**src/rtl/gcd_lcm_coproc.sv**
```systemverilog
// gcd_lcm_coproc: memory-mapped GCD/LCM coprocessor (subtractive Euclid, restoring divide, shift-add multiply)
// Optional registered irq output is enabled by defining GCD_LCM_IRQ_EN.
module gcd_lcm_coproc #(
  parameter int WIDTH = 8
) (
  input  logic        clk,
  input  logic        reset,
  input  logic        sel,
  input  logic        we,
  input  logic [3:0]  addr,
  input  logic [31:0] wd,
  output logic [31:0] rd,
  output logic        busy,
`ifdef GCD_LCM_IRQ_EN
  output logic        irq,
`endif
  output logic        done
);
  localparam int W  = WIDTH;
  localparam int CW = (W > 1) ? $clog2(W) : 1;
  typedef enum logic [2:0] {S_IDLE, S_GCD, S_DIV, S_MUL, S_DONE} state_t;
  state_t state_q, state_d;
  logic [W-1:0] a_q, a_d, b_q, b_d, x_q, x_d, y_q, y_d, q_q, q_d;
  logic [2*W-1:0] p_q, p_d, res_q, res_d;
  logic [CW-1:0] cnt_q, cnt_d;
  logic op_q, op_d, done_q, done_d, ovr_q, ovr_d;
  logic start_wr, g_exit, zero_op, last, div_ge;
  logic [W-1:0] g, div_sub, div_rem;
  logic [W:0] div_tmp;
  logic [2*W-1:0] mul_sum;

  assign busy     = !(state_q == S_IDLE || state_q == S_DONE);
  assign done     = done_q;
  assign start_wr = sel && we && addr[3:2] == 2'd0 && wd[2*W];
  assign zero_op  = a_q == '0 || b_q == '0;
  assign g_exit   = zero_op || a_q == b_q;
  assign g        = a_q | b_q;
  assign last     = cnt_q == CW'(W - 1);
  // During DIV, a holds the gcd divisor, b the partial remainder, q shifts dividend out and quotient in
  assign div_tmp  = {b_q, q_q[W-1]};
  assign div_ge   = div_tmp >= {1'b0, a_q};
  assign div_sub  = div_tmp[W-1:0] - a_q;
  assign div_rem  = div_ge ? div_sub : div_tmp[W-1:0];
  // During MUL, q is the multiplier consumed LSB first; y is added at weight 2^cnt
  assign mul_sum  = q_q[0] ? p_q + ({{W{1'b0}}, y_q} << cnt_q) : p_q;
`ifdef GCD_LCM_IRQ_EN
  // done is itself a register that sets on entering DONE and clears on accepted start or reset
  assign irq = done_q;
`endif
  assign rd = !sel ? '0 :
              addr[3:2] == 2'd1 ? {29'b0, ovr_q, done_q, busy} :
              addr[3:2] == 2'd2 ? {{(32-2*W){1'b0}}, res_q} : '0;

  // Next-state logic: command acceptance, overrun flagging and the GCD/DIV/MUL sequence
  always_comb begin
    state_d = state_q;
    a_d     = a_q;
    b_d     = b_q;
    x_d     = x_q;
    y_d     = y_q;
    q_d     = q_q;
    p_d     = p_q;
    res_d   = res_q;
    cnt_d   = cnt_q;
    op_d    = op_q;
    done_d  = done_q;
    ovr_d   = ovr_q || (start_wr && busy);
    case (state_q)
      S_IDLE, S_DONE: if (start_wr) begin
        state_d = S_GCD;
        x_d     = wd[W-1:0];
        y_d     = wd[2*W-1:W];
        a_d     = wd[W-1:0];
        b_d     = wd[2*W-1:W];
        op_d    = wd[2*W+1];
        done_d  = 1'b0;
        ovr_d   = 1'b0;
      end
      S_GCD: if (g_exit) begin
        if (op_q && !zero_op) begin
          state_d = S_DIV;
          q_d     = x_q;
          b_d     = '0;
          cnt_d   = '0;
        end else begin
          state_d = S_DONE;
          res_d   = op_q ? '0 : {{W{1'b0}}, g};
          done_d  = 1'b1;
        end
      end else if (a_q > b_q) a_d = a_q - b_q;
      else b_d = b_q - a_q;
      S_DIV: begin
        b_d   = div_rem;
        q_d   = {q_q[W-2:0], div_ge};
        cnt_d = last ? '0 : cnt_q + 1'b1;
        if (last) begin
          state_d = S_MUL;
          p_d     = '0;
        end
      end
      S_MUL: begin
        p_d   = mul_sum;
        q_d   = q_q >> 1;
        cnt_d = last ? '0 : cnt_q + 1'b1;
        if (last) begin
          state_d = S_DONE;
          res_d   = mul_sum;
          done_d  = 1'b1;
        end
      end
      default: state_d = S_IDLE;
    endcase
  end

  // State registers with asynchronous active-low reset
  always_ff @(posedge clk or negedge reset) begin
    if (!reset) begin
      state_q <= S_IDLE;
      a_q     <= '0;
      b_q     <= '0;
      x_q     <= '0;
      y_q     <= '0;
      q_q     <= '0;
      p_q     <= '0;
      res_q   <= '0;
      cnt_q   <= '0;
      op_q    <= 1'b0;
      done_q  <= 1'b0;
      ovr_q   <= 1'b0;
    end else begin
      state_q <= state_d;
      a_q     <= a_d;
      b_q     <= b_d;
      x_q     <= x_d;
      y_q     <= y_d;
      q_q     <= q_d;
      p_q     <= p_d;
      res_q   <= res_d;
      cnt_q   <= cnt_d;
      op_q    <= op_d;
      done_q  <= done_d;
      ovr_q   <= ovr_d;
    end
  end
endmodule

```
**config.mk**
```make
export PLATFORM = sky130hd
export DESIGN_NAME = gcd_lcm_coproc
export DESIGN_NICKNAME = d
export VERILOG_FILES = /design/src/rtl/gcd_lcm_coproc.sv
export SDC_FILE = /design/constraint.sdc
export NUM_CORES = 1
export LEC_CHECK = 0
export CAP_MARGIN = 20
export CORE_ASPECT_RATIO = 0.8
export CORE_MARGIN = 5
export CORE_UTILIZATION = 58
export DETAILED_ROUTE_END_ITERATION = 8
export PLACE_DENSITY = 0.82
export SYNTH_ARGS = -nofsm -noshare
export SYNTH_HDL_FRONTEND = slang
export SYNTH_SLANG_ARGS = --single-unit
```
**constraint.sdc**
```tcl
create_clock -name clk -period 3.9 [get_ports clk]
set_clock_uncertainty 0.1 [all_clocks]
set_input_delay 0.585 -clock clk [delete_from_list [all_inputs] [get_ports clk]]
set_output_delay 0.585 -clock clk [all_outputs]
set_load 0.02 [all_outputs]
```
==> metrics, run 1 <==
Netlist cell types 75; share of cells above drive strength 1 10.9%; power consumption 0.00559 W; vias in the first global route 5,165; Post-synth top cells dfrtp_1 (81), nand2_1 (60), nor2_1 (54); Final period util 89.8%; register area 2030 µm²; Final Wtd Congestion 0.910; Max clock buf depth 2; CP Launch Type flop; die area 13,200 µm²; core area 10,800 µm²; setup TNS 0 ns; NumNets Final 827; Pint 0.00301 W; count leader, synth dfrtp_1; Post-synth EDFFs 0; CTS Buf Count 9; Layout Utilization 65.9%; Yosys top cell area share 31.9%; CTS HTree Levels 3; multi-input logic area 3960 µm²; Hold Fails Final Rpt 0; I/O pins 74; Leak Pwr 3.28 nW; CTS Sinks 81; worst skew pair latency 0.35 ns; first-pass iteration count of the detailed router 5; Initial Util 58.8%; Antenna Nets Post-Route 0; Synthesis Warnings 0; Fillers 908; 1st-iter DRT viols 507; post-synthesis sequential area ratio 31.9%; crit path DAT 3.63 ns; ys flop type dfrtp_1; Synth Register Bits 81; Sequential Power Share 25.4%; Remaining DRCs 0; hpwl dp 13,100 µm; DR vias 5,443; dpl cells 867; Worst Hold Class in2async; dpl cell area 6770 µm²; Die W 127 µm; Layout Cells excl Fill 884; Finished Cell Area 7120 µm²; post-CTS setup buffer count 0; final WL 17,600 µm; CTS tree built; Max VDD drop 0.000397 V; first-pass GRT wire length 28,100 µm; status finished clean; clock network fraction of total power 17.1%; kind of critical path reg2reg; pwr dens 785 nW/µm²; RSZ-0062 raised after global routing false; Crit Path Max Fanout 15; synthesized area per cell 8.97 µm²; max-slew violation count 0; Ant. Diodes 0; GRT overflow 0; top post-synthesis cells by area dfrtp_1 (32%), ha_1 (9.5%), mux2_2 (5.0%), mux2i_1 (4.1%), nand2_1 (3.5%); Critical Path RT 4.03 ns; worst-margin pin slew 0.919 ns; vias per cell 6.16; worst rel slew slack 38.5%; fmax 286 MHz; Critical Path End Type flop; initial antenna violation count 0; switching share of power 46.1%; Clock transition at path regs 0.07 ns; final setup vio count 0; IO Port Bufs 41; pin count of the biggest net entering global routing 82; total of max-cap violations 0; die height 104 µm; WL/cell 19.9 µm; site row count 34; Syn Std Cell Area 6350 µm²; area delta synth->final 12.2%; Comb power frac 57.5%; Switch Pwr 0.00258 W; Cells after Synth 708; Tot GR Track Use 26.8%; async set-reset flop share out of synthesis 100%; Yosys top cell by area dfrtp_1; Root Buffer clkbuf_16; Final Critical Period 3.50 ns
-- layout by cell type (no fill, tap or decap), types with 5 or more instances in the layout --
cell type	n
clkdlybuf4s50_1	40
a221oi_1	5
mux2i_1	26
ha_1	48
nand2b_1	8
o21bai_1	6
nor2_1	54
mux2_2	28
buf_4	9
o211ai_1	5
dfrtp_1	79
o21ai_0	33
o221ai_1	5
xnor2_1	20
clkbuf_16	9
a211oi_1	5
nor2b_1	13
and3_1	23
and2_1	5
xor2_1	7
inv_1	34
nand3_1	8
a21oi_1	44
conb_1	16
a21o_1	14
a22o_1	10
o21ai_1	16
o22ai_1	9
a21oi_2	6
nor3_1	8
nand2_1	60
-- cells by family (layout without fill, tap and decap cells) --
| group | count (synthesis) | count (layout) | synth area share, % |
|---|---|---|---|
| and+or+nand+nor | 209 | 209 | 16.3 |
| AOI/OAI and AO/OA | 198 | 198 | 21.0 |
| buffers and inverters | 83 | 100 | 6.54 |
| DFF | 81 | 81 | 31.9 |
| muxes | 57 | 57 | 9.71 |
| adders and majority gates | 52 | 52 | 10.7 |
| xor gates and xnor gates | 27 | 27 | 3.72 |
| other | 1 | 16 | 0.0591 |
-- flip-flops by register name (all words and copies together), names as in the netlist, named ones only --
name	count
p_q	16
res_q	16
a_q	8
b_q	8
q_q	8
x_q	8
y_q	8
cnt_q	3
state_q	3
done	1
op_q	1
-- area by class of cell --
class | count | share of cell area, %
Clock buffer | 9 | 3.16
Multi-Input combinational cell | 559 | 55.6
Inverter | 34 | 1.79
Timing Repair Buffer | 50 | 6.96
Sequential cell | 81 | 28.5
Tap cell | 144 | 2.53
Clock inverter | 7 | 1.42
-- worst paths after layout --
| check | start | endpoint | slack, ns | cells past startpoint |
|---|---|---|---|---|
| hold / removal | reset | q_q[3] | 0.03 | 1 |
| max in group asynchronous | reset | cnt_q[0] | 3.06 | 2 |
| setup / recovery | cnt_q[1] | res_q[11] | 0.40 | 10 |
| min in group clk | res_q[3] | res_q[3] | 0.37 | 2 |
| setup reg to reg | cnt_q[1] | res_q[11] | 0.40 | 10 |
| hold reg to reg | res_q[3] | res_q[3] | 0.37 | 2 |
-- critical path, stage by stage (launching register included) --
cell and delay, ns:
dfrtp_2 0.52, mux2i_1 0.17, mux2_2 0.30, o22ai_1 0.18, ha_1 0.32, a21o_1 0.23, a311oi_2 0.48, o311ai_1 0.22
a211o_1 0.31, xor2_1 0.20, a221o_1 0.35
-- stage by stage --
stage	hold slack [ns]	setup WS, ns
finish	0.0341	0.400
global route	0.0501	0.143
CTS	0.374	0.260
detailed placement	0.359	0.269
global placement	0.345	0.355
floorplan	0.189	0.471
-- metal layers --
| metal | global-route usage [%] | wire length, µm | vias to the layer above | share of wire (%) |
|---|---|---|---|---|
| met2 | 35.8 | 7200 | 229 | 41 |
| met5 | 0 | 0 | - | 0 |
| met4 | 3.83 | 157 | 0 | 0.89 |
| met1 | 43.9 | 8650 | 2618 | 49 |
| met3 | 6.84 | 1600 | 15 | 9.1 |
| li1 | - | - | 2581 | - |
-- timing repair --
item	4_1_cts	5_1_grt
hold buffers	0	0
gates resized for setup	0	2
setup endpoints to repair	0	4
-- power by group through the flow --
stage	registers [W]	clock network (W)	logic (W)
finish	0.00142	0.000955	0.00321
global route	0.00146	0.000998	0.00354
CTS	0.00141	0.000955	0.00315
detailed placement	0.00142	0	0.00312
global placement	0.00141	0	0.00308
floorplan	0.00126	0	0.00251
No activity file was read; power rests on OpenSTA's default activity.
==> run 2, diff against run 1 <==
- ABC_AREA: not set -> 1
- CORE_UTILIZATION: 58 -> 52
- PLACE_DENSITY: 0.82 -> 0.77
- clock period: 3.9 -> 2.9 ns (I/O delays scaled with it)
==> metrics, run 2 <==
status finished clean; Max VDD drop 0.000644 V; worst rel slew slack 51.3%; Final Wtd Congestion 0.945; CP Launch Point addr[3]; Reg2Reg Launch Point cnt_q[0]; site row count 37; total of max-cap violations 0; Max clock buf depth 2; DR vias 6,470; crit path DAT 2.18 ns; Worst Hold Class reg2reg; Final Critical Period 2.72 ns; vias in the first global route 6,057; Tot GR Track Use 24.7%; Remaining DRCs 0; IO Port Bufs 41; vias per cell 5.23; top post-synthesis cells by area dfrtp_1 (30%), nand2_1 (17%), ha_1 (8.9%), inv_1 (7.1%), o21ai_0 (5.7%); CTS HTree Levels 3; ys flop type dfrtp_1; Syn Std Cell Area 6730 µm²; Final period util 93.8%; initial antenna violation count 0; Yosys top cell by area dfrtp_1; hpwl dp 14,400 µm; worst-margin pin slew 0.730 ns; worst skew pair latency 0.36 ns; CP Launch Type primary input; pwr dens 1170 nW/µm²; kind of critical path in2out; CTS tree built; core area 12,800 µm²; Initial Util 52.6%; CTS Sinks 81; Cells after Synth 1,005; Synthesis Warnings 0; synthesized area per cell 6.69 µm²; async set-reset flop share out of synthesis 100%; Netlist cell types 46; Worst Hold Launch res_q[14]; die area 15,300 µm²; Post-synth EDFFs 0; Fillers 1,220; Ant. Diodes 0; final WL 18,600 µm; 1st-iter DRT viols 479; area delta synth->final 13.9%; Die W 137 µm; Regs by FF count p_q: 16 flops, res_q: 16 flops; Critical Path End Type output pin; Hold Fails Final Rpt 0; Clock transition at path regs 0.07 ns; max-slew violation count 0; I/O pins 74; Leak Pwr 3.98 nW; final setup vio count 0; WL/cell 15.0 µm; fmax 368 MHz; pin count of the biggest net entering global routing 46; Crit Path Max Fanout 8; worst hold margin 0.389 ns; Root Buffer clkbuf_16; Finished Cell Area 7660 µm²; Antenna Nets Post-Route 0; Yosys top cell area share 30.1%; commonest cells after routing, fill and taps aside nand2_1 (310), inv_1 (128), nor2_1 (89); count leader, synth nand2_1; NumNets Final 1,150; Post-synth top cells nand2_1 (311), inv_1 (128), nor2_1 (89); post-synthesis sequential area ratio 30.1%; dpl cell area 7310 µm²; first-pass GRT wire length 30,100 µm; CTS Buf Count 9; first-pass iteration count of the detailed router 5; Critical Path RT 2.37 ns; share of cells above drive strength 1 9.97%; commonest non-fill, non-tap cell in the layout nand2_1; Synth Register Bits 81; die height 112 µm; GRT overflow 0
## run 2: per-stage QoR
stage	worst slack (ns)	cells	TNS [ns]	util (%)	power, W
5_1_grt	-0.00224	1238	-0.00224	59.9	0.00984
6_report	0.181	1238	0	59.9	0.00896
4_1_cts	0.0474	1235	0	59.6	0.00879
3_3_place_gp	0.138	1218	0	57.2	0.00740
3_5_place_dp	0.0538	1218	0	57.2	0.00753
2_1_floorplan	0.283	1020	0	-	0.00622
## run 2: cells by family after synthesis
logic type      count (synthesis)  share of synthesized area (%)
simple gates                  510                           32.6
buf+inv                       195                           12.7
compound gates                152                           12.4
flops                          81                           30.1
fa+ha+maj                      52                           10.1
xor+xnor                       10                           1.30
mux                             4                          0.595
other cells                     1                         0.0558
## run 2: final timing paths
kind	to	slack, ns	cells past startpoint
hold / removal	res_q[14]	0.39	2
hold reg to reg	res_q[14]	0.39	2
setup reg to reg	p_q[13]	0.20	16
max in group asynchronous	cnt_q[0]	1.47	3
min in group asynchronous	p_q[12]	0.51	2
setup / recovery	rd[9]	0.18	7
## run 2: cell type report
class / instances / area [µm²] / share of cell area (%)
clock buffer: 10 / 239 / 3.12
clock inverter: 6 / 65.1 / 0.849
multi-input combinational: 744 / 3910 / 51.0
timing repair buffer: 68 / 613 / 8.00
sequential: 81 / 2030 / 26.5
inverter: 154 / 584 / 7.63
tap: 175 / 219 / 2.86
## run 2: worst max-delay path, stage by stage
cell and delay, ns:
clkdlybuf4s50_1 0.49, inv_1 0.05, nor2_1 0.12, nand2_1 0.17, buf_4 0.21, nor2_1 0.10, clkdlybuf4s50_1 0.62
## run 2: per-layer routing
layer	vias up	part of all wire, %	GRT usage [%]
li1	3258	-	-
met1	2948	47	34.5
met2	237	43	38.3
met3	27	8.4	6.96
met4	0	1.8	5.65
met5	-	0	0
## run 2: what timing repair did
action                                 4_1_cts  5_1_grt
resized for setup                            0       17
endpoints found under the hold margin       10        0
hold buffers                                 1        0
setup endpoints to repair                    0       25
setup buffers                                0        3
## run 2: report_power, final
group | internal [W] | switching (W)
Clock | 0.000693 | 0.000507
Combinational | 0.00204 | 0.00380
Sequential | 0.00157 | 0.000340
Total | 0.00430 | 0.00465
